`src/rtl/uart_tx_buffered_if.sv`:
```
// ----------------------------------------------------------------------------
// uart_tx_buffered_if
//   Byte push channel into the buffered UART transmitter. The producer (the
//   MEM-stage IO write path) offers a byte with data_in_valid; the transmitter
//   FIFO accepts it on any clock edge where data_in_ready is also high.
//
//   data_in        producer -> tx   byte to transmit
//   data_in_valid  producer -> tx   data_in is offered this cycle
//   data_in_ready  tx -> producer   FIFO has room for one more byte
// ----------------------------------------------------------------------------
interface uart_tx_buffered_if;
    logic [7:0] data_in;
    logic       data_in_valid;
    logic       data_in_ready;

    modport master (
        output data_in,
        output data_in_valid,
        input  data_in_ready
    );

    modport slave (
        input  data_in,
        input  data_in_valid,
        output data_in_ready
    );
endinterface

```
`src/rtl/uart_tx_buffered.sv`:
```
// ----------------------------------------------------------------------------
// uart_tx_buffered
//   Buffered 8N1 UART transmitter. Bytes pushed through tx_if land in a DEPTH
//   entry FIFO; a serializer FSM drains it and drives serial_out with
//   idle-high framing: start bit (0), 8 data bits LSB first, stop bit (1).
//   Back-to-back frames leave no idle gap when the FIFO still holds data at
//   the end of a stop bit.
//
//   clk         core clock
//   rst         synchronous active-high reset; aborts any frame, flushes FIFO
//   tx_if       slave side of the byte push channel (data/valid/ready)
//   serial_out  registered UART TX line
//   tx_busy     registered: FSM not idle or FIFO not empty
//   fifo_count  bytes waiting in the FIFO (excludes the byte being shifted)
// ----------------------------------------------------------------------------
module uart_tx_buffered #(
    parameter int CLOCK_FREQ = 50_000_000,
    parameter int BAUD_RATE  = 115_200,
    parameter int DEPTH      = 8
) (
    input  logic                         clk,
    input  logic                         rst,
    uart_tx_buffered_if.slave            tx_if,
    output logic                         serial_out,
    output logic                         tx_busy,
    output logic [$clog2(DEPTH+1)-1:0]   fifo_count
);

    localparam int CPB = CLOCK_FREQ / BAUD_RATE;
    localparam int BW  = (CPB > 1) ? $clog2(CPB) : 1;
    localparam int AW  = $clog2(DEPTH);
    localparam int CW  = $clog2(DEPTH + 1);
    localparam logic [BW-1:0] BAUD_LAST = BW'(CPB - 1);

    typedef enum logic [1:0] {
        S_IDLE,
        S_START,
        S_DATA,
        S_STOP
    } state_t;

    state_t          state_q, state_d;
    logic [BW-1:0]   baud_cnt_q;
    logic [2:0]      bit_idx_q;
    logic [7:0]      shift_q;
    logic [7:0]      mem [DEPTH];
    // Pointers carry one extra bit above the index so full and empty differ.
    logic [CW-1:0]   wr_ptr_q, rd_ptr_q;
    logic            push, pop, baud_last, line_d;

    assign fifo_count          = wr_ptr_q - rd_ptr_q;
    assign tx_if.data_in_ready = (fifo_count != CW'(DEPTH));
    assign push                = tx_if.data_in_valid && tx_if.data_in_ready;
    assign baud_last           = (baud_cnt_q == BAUD_LAST);

    // ------------------------------------------------------------------
    // Next-state / output decode
    // ------------------------------------------------------------------
    always_comb begin
        // NOTE: every output gets a default first so no path leaves a latch.
        state_d = state_q;
        pop     = 1'b0;
        line_d  = 1'b1;

        unique case (state_q)
            S_IDLE: begin
                if (fifo_count != '0) begin
                    pop     = 1'b1;
                    state_d = S_START;
                end
            end
            S_START: begin
                line_d = 1'b0;
                if (baud_last) state_d = S_DATA;
            end
            S_DATA: begin
                line_d = shift_q[0];
                if (baud_last && bit_idx_q == 3'd7) state_d = S_STOP;
            end
            S_STOP: begin
                // Popping on the final stop cycle chains the next start bit
                // directly after this stop bit.
                if (baud_last) begin
                    if (fifo_count != '0) begin
                        pop     = 1'b1;
                        state_d = S_START;
                    end else begin
                        state_d = S_IDLE;
                    end
                end
            end
            default: state_d = S_IDLE;
        endcase
    end

    // ------------------------------------------------------------------
    // FSM, baud timing, shifter, FIFO pointers, registered line outputs
    // ------------------------------------------------------------------
    always_ff @(posedge clk) begin
        // NOTE: sequential state uses non-blocking assignments so every
        // register samples pre-edge values, independent of statement order.
        if (rst) begin
            state_q    <= S_IDLE;
            baud_cnt_q <= '0;
            bit_idx_q  <= '0;
            shift_q    <= '0;
            wr_ptr_q   <= '0;
            rd_ptr_q   <= '0;
            serial_out <= 1'b1;
            tx_busy    <= 1'b0;
        end else begin
            state_q <= state_d;

            // Restart on every state entry and at each bit boundary; idle
            // keeps the counter parked at zero.
            if (state_d != state_q || state_q == S_IDLE || baud_last)
                baud_cnt_q <= '0;
            else
                baud_cnt_q <= baud_cnt_q + 1'b1;

            if (state_q != S_DATA)
                bit_idx_q <= '0;
            else if (baud_last)
                bit_idx_q <= bit_idx_q + 3'd1;

            if (pop)
                shift_q <= mem[rd_ptr_q[AW-1:0]];
            else if (state_q == S_DATA && baud_last)
                shift_q <= {1'b0, shift_q[7:1]};

            if (push) wr_ptr_q <= wr_ptr_q + 1'b1;
            if (pop)  rd_ptr_q <= rd_ptr_q + 1'b1;

            // Both line outputs trail the FSM by one cycle so they come
            // straight from flops and stay aligned with each other.
            serial_out <= line_d;
            tx_busy    <= (state_q != S_IDLE) || (fifo_count != '0);
        end
    end

    // NOTE: FIFO storage is deliberately not reset; the pointers alone define
    // which entries are valid, so stale contents are never observed.
    always_ff @(posedge clk) begin
        if (push) mem[wr_ptr_q[AW-1:0]] <= tx_if.data_in;
    end

endmodule

```
`src/flat_wrapper.sv`:
```
// flat-port wrapper written by rule: the top's interface ports become plain ports
module uart_tx_buffered_flat 
#(
    parameter int CLOCK_FREQ = 50_000_000,
    parameter int BAUD_RATE  = 115_200,
    parameter int DEPTH      = 8
)
  (clk, rst, serial_out, tx_busy, fifo_count, tx_if_data_in, tx_if_data_in_valid, tx_if_data_in_ready);
  uart_tx_buffered_if tx_if_i ();
  input  logic clk;
  input  logic rst;
  output logic serial_out;
  output logic tx_busy;
  output logic [$clog2(DEPTH+1)-1:0] fifo_count;
  input wire logic [$bits(tx_if_i.data_in)-1:0] tx_if_data_in;
  input wire logic [$bits(tx_if_i.data_in_valid)-1:0] tx_if_data_in_valid;
  output wire logic [$bits(tx_if_i.data_in_ready)-1:0] tx_if_data_in_ready;
  assign tx_if_i.data_in = tx_if_data_in;
  assign tx_if_i.data_in_valid = tx_if_data_in_valid;
  assign tx_if_data_in_ready = tx_if_i.data_in_ready;
  uart_tx_buffered #(.CLOCK_FREQ(CLOCK_FREQ), .BAUD_RATE(BAUD_RATE), .DEPTH(DEPTH)) u_core (.clk(clk), .rst(rst), .tx_if(tx_if_i), .serial_out(serial_out), .tx_busy(tx_busy), .fifo_count(fifo_count));
endmodule
```
`config.mk`:
```
export PLATFORM = sky130hd
export DESIGN_NAME = uart_tx_buffered_flat
export DESIGN_NICKNAME = d
export VERILOG_FILES = /design/src/rtl/uart_tx_buffered_if.sv /design/src/rtl/uart_tx_buffered.sv /design/src/flat_wrapper.sv
export SDC_FILE = /design/constraint.sdc
export NUM_CORES = 1
export LEC_CHECK = 0
export ABC_AREA = 1
export CAP_MARGIN = 40
export CORE_MARGIN = 3
export CORE_UTILIZATION = 30
export CTS_BUF_LIST = sky130_fd_sc_hd__clkbuf_4 sky130_fd_sc_hd__clkbuf_8
export DETAILED_ROUTE_END_ITERATION = 8
export SYNTH_ARGS = -nofsm -noshare
export SYNTH_HDL_FRONTEND = slang
export SYNTH_SLANG_ARGS = --single-unit
```
`constraint.sdc`:
```
create_clock -name clk -period 3.4 [get_ports clk]
set_clock_uncertainty 0.1 [all_clocks]
set_input_delay 1.02 -clock clk [delete_from_list [all_inputs] [get_ports clk]]
set_output_delay 1.02 -clock clk [all_outputs]
set_load 0.005 [all_outputs]
```
### Yosys cells after proc, flatten, opt, wreduce, memory -nomap -nowiden

Memories as Yosys holds them, arrays and structs flattened. A register that Yosys moved wholly into a read port is not among the register bits.
Index checks and enable logic that the tools add are counted.
Widths: inputs -> output; s select.

| storage, ports and cells | value |
|---|---|
| bits in registers | 32 |
| RAM bits | 64 |
| input port bits | 11 |
| output and inout bits | 7 |
| memories | 1 |

Memories:

| name | words | bits a word | rd ports | clocked after Yosys merged registers in | write ports | RTL line | text |
|---|---|---|---|---|---|---|---|
| u_core.mem | 8 | 8 | 1 | 1 | 1 | uart_tx_buffered.sv:46 | `logic [7:0] mem [DEPTH];` |

| cells by class | value |
|---|---|
| $add $sub $neg | 5 |
| equality and inequality tests | 8 |
| multiplexer cells | 16 |
| reduce and logical (&&, ||, !) cells | 12 |

Operators with widths:

| cell | number |
|---|---|
| $mux 8 | 2 |
| $add 9x1->9 const B | 1 |
| $eq 9x9->1 const B | 1 |
| $add 4x1->4 const B | 2 |
| $mux 2 | 4 |
| $pmux 2 s4 | 1 |
| $mux 3 | 2 |
| $mux 1 | 5 |
| $eq 2x2->1 const B | 2 |
| $ne 4x4->1 const B | 1 |
| $pmux 1 s2 | 2 |
| $reduce_bool 2->1 | 2 |
| $reduce_bool 4->1 | 1 |
| $reduce_or 2->1 | 2 |
| $sub 4x4->4 | 1 |
| $add 3x1->3 const B | 1 |
| $eq 3x3->1 const B | 1 |
| $logic_and 1x1->1 | 3 |
| $logic_or 1x1->1 | 3 |
| $eq 2x1->1 const B | 1 |
| $logic_not 2->1 | 1 |
| $ne 2x2->1 | 1 |
| $ne 2x2->1 const B | 1 |

### Longest topological paths before layout

| depth | value |
|---|---|
| depth after elaboration | 9 |
| gate-level depth with buffers | 14 |
| depth with buffers taken out | 14 |

### Worst setup path after synthesis

Ideal clock, no wire load.

| path | value |
|---|---|
| path type | register -> register |
| from | register u_core.wr_ptr_q[0] |
| to | memory u_core.mem[6][0], enable pin |
| library setup time | 0.383 ns |
| arrival time | 2.318 ns |
| required time | 2.917 ns |
| path slack | 0.599 ns |
| cell stages (with the launch flop) | 12 |
| path buffers | 0 |
| clock period less this slack | 2.801 ns |
| cells stage by stage | dfxtp_1 > inv_1 > ha_1 > inv_2 > fa_1 > xor2_1 > nor2_4 > nand2_1 > nand2_1 > inv_1 > nand2_1 > nor3_1 |

| on the way | value |
|---|---|
| word-level cells in the longest chain between the ends | 5 |

RTL lines:

| item | RTL line | text |
|---|---|---|
| start, declared | uart_tx_buffered.sv:48 | `logic [CW-1:0] wr_ptr_q, rd_ptr_q;` |
| start signal, assigned | uart_tx_buffered.sv:131 | `if (push) wr_ptr_q <= wr_ptr_q + 1'b1;` |
| $sub 4x4->4 | uart_tx_buffered.sv:51 | `assign fifo_count = wr_ptr_q - rd_ptr_q;` |
| net fifo_count[2] | flat_wrapper.sv:14 | `output logic [$clog2(DEPTH+1)-1:0] fifo_count;` |
| $ne 4x4->1 | uart_tx_buffered.sv:52 | `assign tx_if.data_in_ready = (fifo_count != CW'(DEPTH));` |
| net tx_if_data_in_ready | flat_wrapper.sv:17 | `output wire logic [$bits(tx_if_i.data_in_ready)-1:0] tx_if_data_in_ready;` |
| $logic_and 1x1->1 | uart_tx_buffered.sv:53 | `assign push = tx_if.data_in_valid && tx_if.data_in_ready;` |
| $mux 1 | uart_tx_buffered.sv:144 | `if (push) mem[wr_ptr_q[AW-1:0]] <= tx_if.data_in;` |
| $mux 1 (implied by the code) | uart_tx_buffered.sv:144 |  |
| end, declared | uart_tx_buffered.sv:46 |  |

The timed path passes the listed nets, and every way through them passes these cells.

### Worst setup path after layout

| path | value |
|---|---|
| from | register u_core.wr_ptr_q[0] |
| to | output port fifo_count[2] |

| on the way | value |
|---|---|
| word-level cells in the longest chain between the ends | 1 |

RTL lines:

| item | RTL line |
|---|---|
| $sub 4x4->4 | uart_tx_buffered.sv:51 |
| end, declared | flat_wrapper.sv:14 |

Every way passes these cells.

==> metrics.md <==
| Metric | Value |
|---|---|
| Sw Share | `35.7%` |
| I/O Buffers | `17` |
| Worst path required time | `2.28 ns` |
| Worst slew pin tran | `0.791 ns` |
| Mapped Cells | `425` |
| Detail-routed via count per cell | `4.69` |
| Die Y | `127 um` |
| Die ar. | `0.0161 mm^2` |
| Vias in the first global route | `2,899` |
| I/O pins | `18` |
| CP Capture Type | `output port` |
| CTS tree | `done` |
| Final Critical Period | `3.27 ns` |
| Synth top cells by count | `nand2_1, edfxtp_1, nor2_1` |
| Fmax | `306 MHz` |
| Detail Route Antenna Nets | `0` |
| Reg clk slew, reported paths | `0.09 ns` |
| Syn avg cell area | `10.3 um^2` |
| Final Max Slew Viols | `0` |
| Routed wire length | `8.72 mm` |
| CP Launch Type | `flop` |
| Flop pwr share | `43.5%` |
| CTS buffer count | `9` |
| Synthesis-to-finish area growth | `13.7%` |
| Area leader, netlist | `edfxtp_1` |
| Number of synthesized flops with an enable pin | `64` |
| Starting Density | `31.1%` |
| Sequential area share after synthesis | `60.0%` |
| First-pass GRT wire length | `14.4 mm` |
| Yosys cell types | `36` |
| Status | `finished clean` |
| Worst IR Drop VDD | `0.373 mV` |
| DP Area | `0.00474 mm^2` |
| # diodes | `0` |
| Predominant post-synthesis flop cell | `edfxtp_1` |
| Dpl cells | `617` |
| Remaining DRCs | `0` |
| Final Hold Fails | `0` |
| CP max FO | `3` |
| Worst-skew pair later-pin latency | `0.36 ns` |
| Root Driver | `clkbuf_8` |
| RSZ-0062 raised after global routing | `true` |
| Clock tree buffer depth | `2` |
| Avg WL per Cell | `13.7 um` |
| Iter 0 DRT Violations | `201` |
| Initial antenna violation count | `0` |
| P per Cell Area | `691 mW/mm^2` |
| Total clock sinks | `99` |
| Worst relative slew slack | `47.1%` |
| Hold Crit Class | `reg2reg` |
| Filler instances | `1,393` |
| Internal Pwr Total | `2.21 mW` |
| Net Sw Power | `1.23 mW` |
| Yosys reg bits | `99` |
| Grt ovf | `0` |
| Yosys warns | `0` |
| Ys async rst share | `0%` |
| Design Area, Final | `0.00497 mm^2` |
| Area contributors post-synth | `edfxtp_1, dfxtp_1, nand2_1` |
| Die width | `127 um` |
| Vias | `2,975` |
| Syn Std Cell Area | `0.00437 mm^2` |
| Share of the synthesized area in the top cell type | `43.9%` |
| Setup violations, final | `0` |
| Count leader, synth | `nand2_1` |
| WP data arrival | `2.15 ns` |
| Layout cells sized above 1 | `12.3%` |
| DP HPWL | `5.73 mm` |
| CTS H-tree lvls | `3` |
| Site row count | `43` |
| Non-filler cells, final | `635` |
| Gpl congestion | `0.802` |
| Final period util | `96.1%` |
| Clock group share of total power | `22.5%` |
| Number of max-cap violations | `0` |
| Leakage | `1.81 nW` |
| Core Box Area | `0.0140 mm^2` |
| Pre-Repair DR Iteration Count | `4` |
| Total track usage | `11.4%` |
| Final nets | `476` |
| Combinational share of power | `34.0%` |
| WS Path Type | `reg2out` |
| Post-Syn Nets | `451` |
| Largest net degree at the start of global routing | `34` |
worst max-delay path, cell delays in order, from the launching register on:
cell and delay [ns]:
dfxtp_2 0.33, inv_1 0.08, ha_1 0.16, inv_2 0.04, fa_1 0.40, xor2_2 0.23
clkdlybuf4s50_1 0.54
state kept, by name (all words and copies together), names as in the netlist, named ones only:
signal / cells
u_core.serial_out: 1
u_core.wr_ptr_q: 4
u_core.rd_ptr_q: 4
u_core.baud_cnt_q: 9
u_core.mem: 64
u_core.tx_busy: 1
u_core.shift_q: 8
u_core.state_q: 2
u_core.bit_idx_q: 3
stage by stage:
step,utilization (%),power (mW),setup slack [ns],setup TNS [ns],hold slack [ns]
2_1_floorplan,-,2.38,0.599,0,0.330
3_3_place_gp,33.8,2.65,0.243,0,0.347
3_5_place_dp,33.8,2.68,0.199,0,0.360
4_1_cts,35.3,3.47,0.0212,0,0.384
5_1_grt,35.4,3.68,-0.0115,-0.0115,0.410
6_report,35.4,3.44,0.132,0,0.380
power by group through the flow:
stage	Sequential [mW]	Clock [mW]	Combinational (mW)
floorplan	1.51	0	0.867
CTS	1.49	0.794	1.18
global route	1.51	0.841	1.33
detailed placement	1.52	0	1.16
global placement	1.52	0	1.13
finish	1.49	0.775	1.17
logic make-up (layout without fill, tap and decap cells):
kind of cell / after synthesis / in the layout / synth area share [%]
adder cells (fa/ha/maj): 15 / 15 / 4.46
AND/OR/NAND/NOR: 176 / 176 / 18.7
flip-flops: 99 / 99 / 60.0
buffers and inverters: 46 / 76 / 4.75
AO/OA/AOI/OAI: 81 / 81 / 10.5
XOR/XNOR: 8 / 8 / 1.60
layer usage:
layer / vias up / global-route usage, % / share of wire (%)
met5: - / 0 / 0
met4: 0 / 4.61 / 1.5
met3: 8 / 2.99 / 3.3
met2: 54 / 17.9 / 50
met1: 1407 / 15.0 / 46
li1: 1506 / - / -
timing repair:
item                       in CTS  in global routing
setup endpoints to repair       2                  2
pin swaps                       2                  0
buffers inserted                2                  0
gates resized for setup         2                  3
hold buffers                    0                  0
worst paths after layout:
path | startpoint | endpoint | slack [ns] | cells after the start
max | u_core.wr_ptr_q[0]$_SDFFE_PP0P_ | fifo_count[2] | 0.13 | 6
min | u_core.baud_cnt_q[0]$_SDFF_PP0_ | u_core.baud_cnt_q[0]$_SDFF_PP0_ | 0.38 | 1
max reg2reg | u_core.wr_ptr_q[0]$_SDFFE_PP0P_ | u_core.mem[4][1]$_DFFE_PP_ | 0.54 | 11
min reg2reg | u_core.baud_cnt_q[0]$_SDFF_PP0_ | u_core.baud_cnt_q[0]$_SDFF_PP0_ | 0.38 | 1
cell type report:
class	count	area (um^2)	area share, %
Clock inverter	6	71.3	1.43
Sequential cell	99	2630	52.8
Clock buffer	10	131	2.64
Timing Repair Buffer	27	244	4.91
Multi-Input combinational cell	280	1550	31.2
Tap cell	180	225	4.53
Inverter	33	124	2.49
layout by cell type, fill, tap and decap left out, types with 3 or more instances in the layout:
| cell | count |
|---|---|
| nand3_2 | 4 |
| clkbuf_8 | 9 |
| nand2_2 | 3 |
| a21oi_2 | 3 |
| o21ai_1 | 6 |
| clkdlybuf4s50_1 | 16 |
| o22ai_1 | 14 |
| a31oi_1 | 7 |
| nor2_2 | 3 |
| dfxtp_2 | 3 |
| dfxtp_1 | 32 |
| xor2_1 | 6 |
| buf_4 | 10 |
| edfxtp_1 | 64 |
| a21oi_1 | 9 |
| nor2_1 | 58 |
| inv_2 | 3 |
| inv_1 | 30 |
| nor2_4 | 3 |
| o21ai_0 | 39 |
| ha_1 | 14 |
| nor3_1 | 5 |
| nand2_1 | 73 |
| nand3_1 | 17 |
Note: power is estimated with default switching activity, not from simulation.
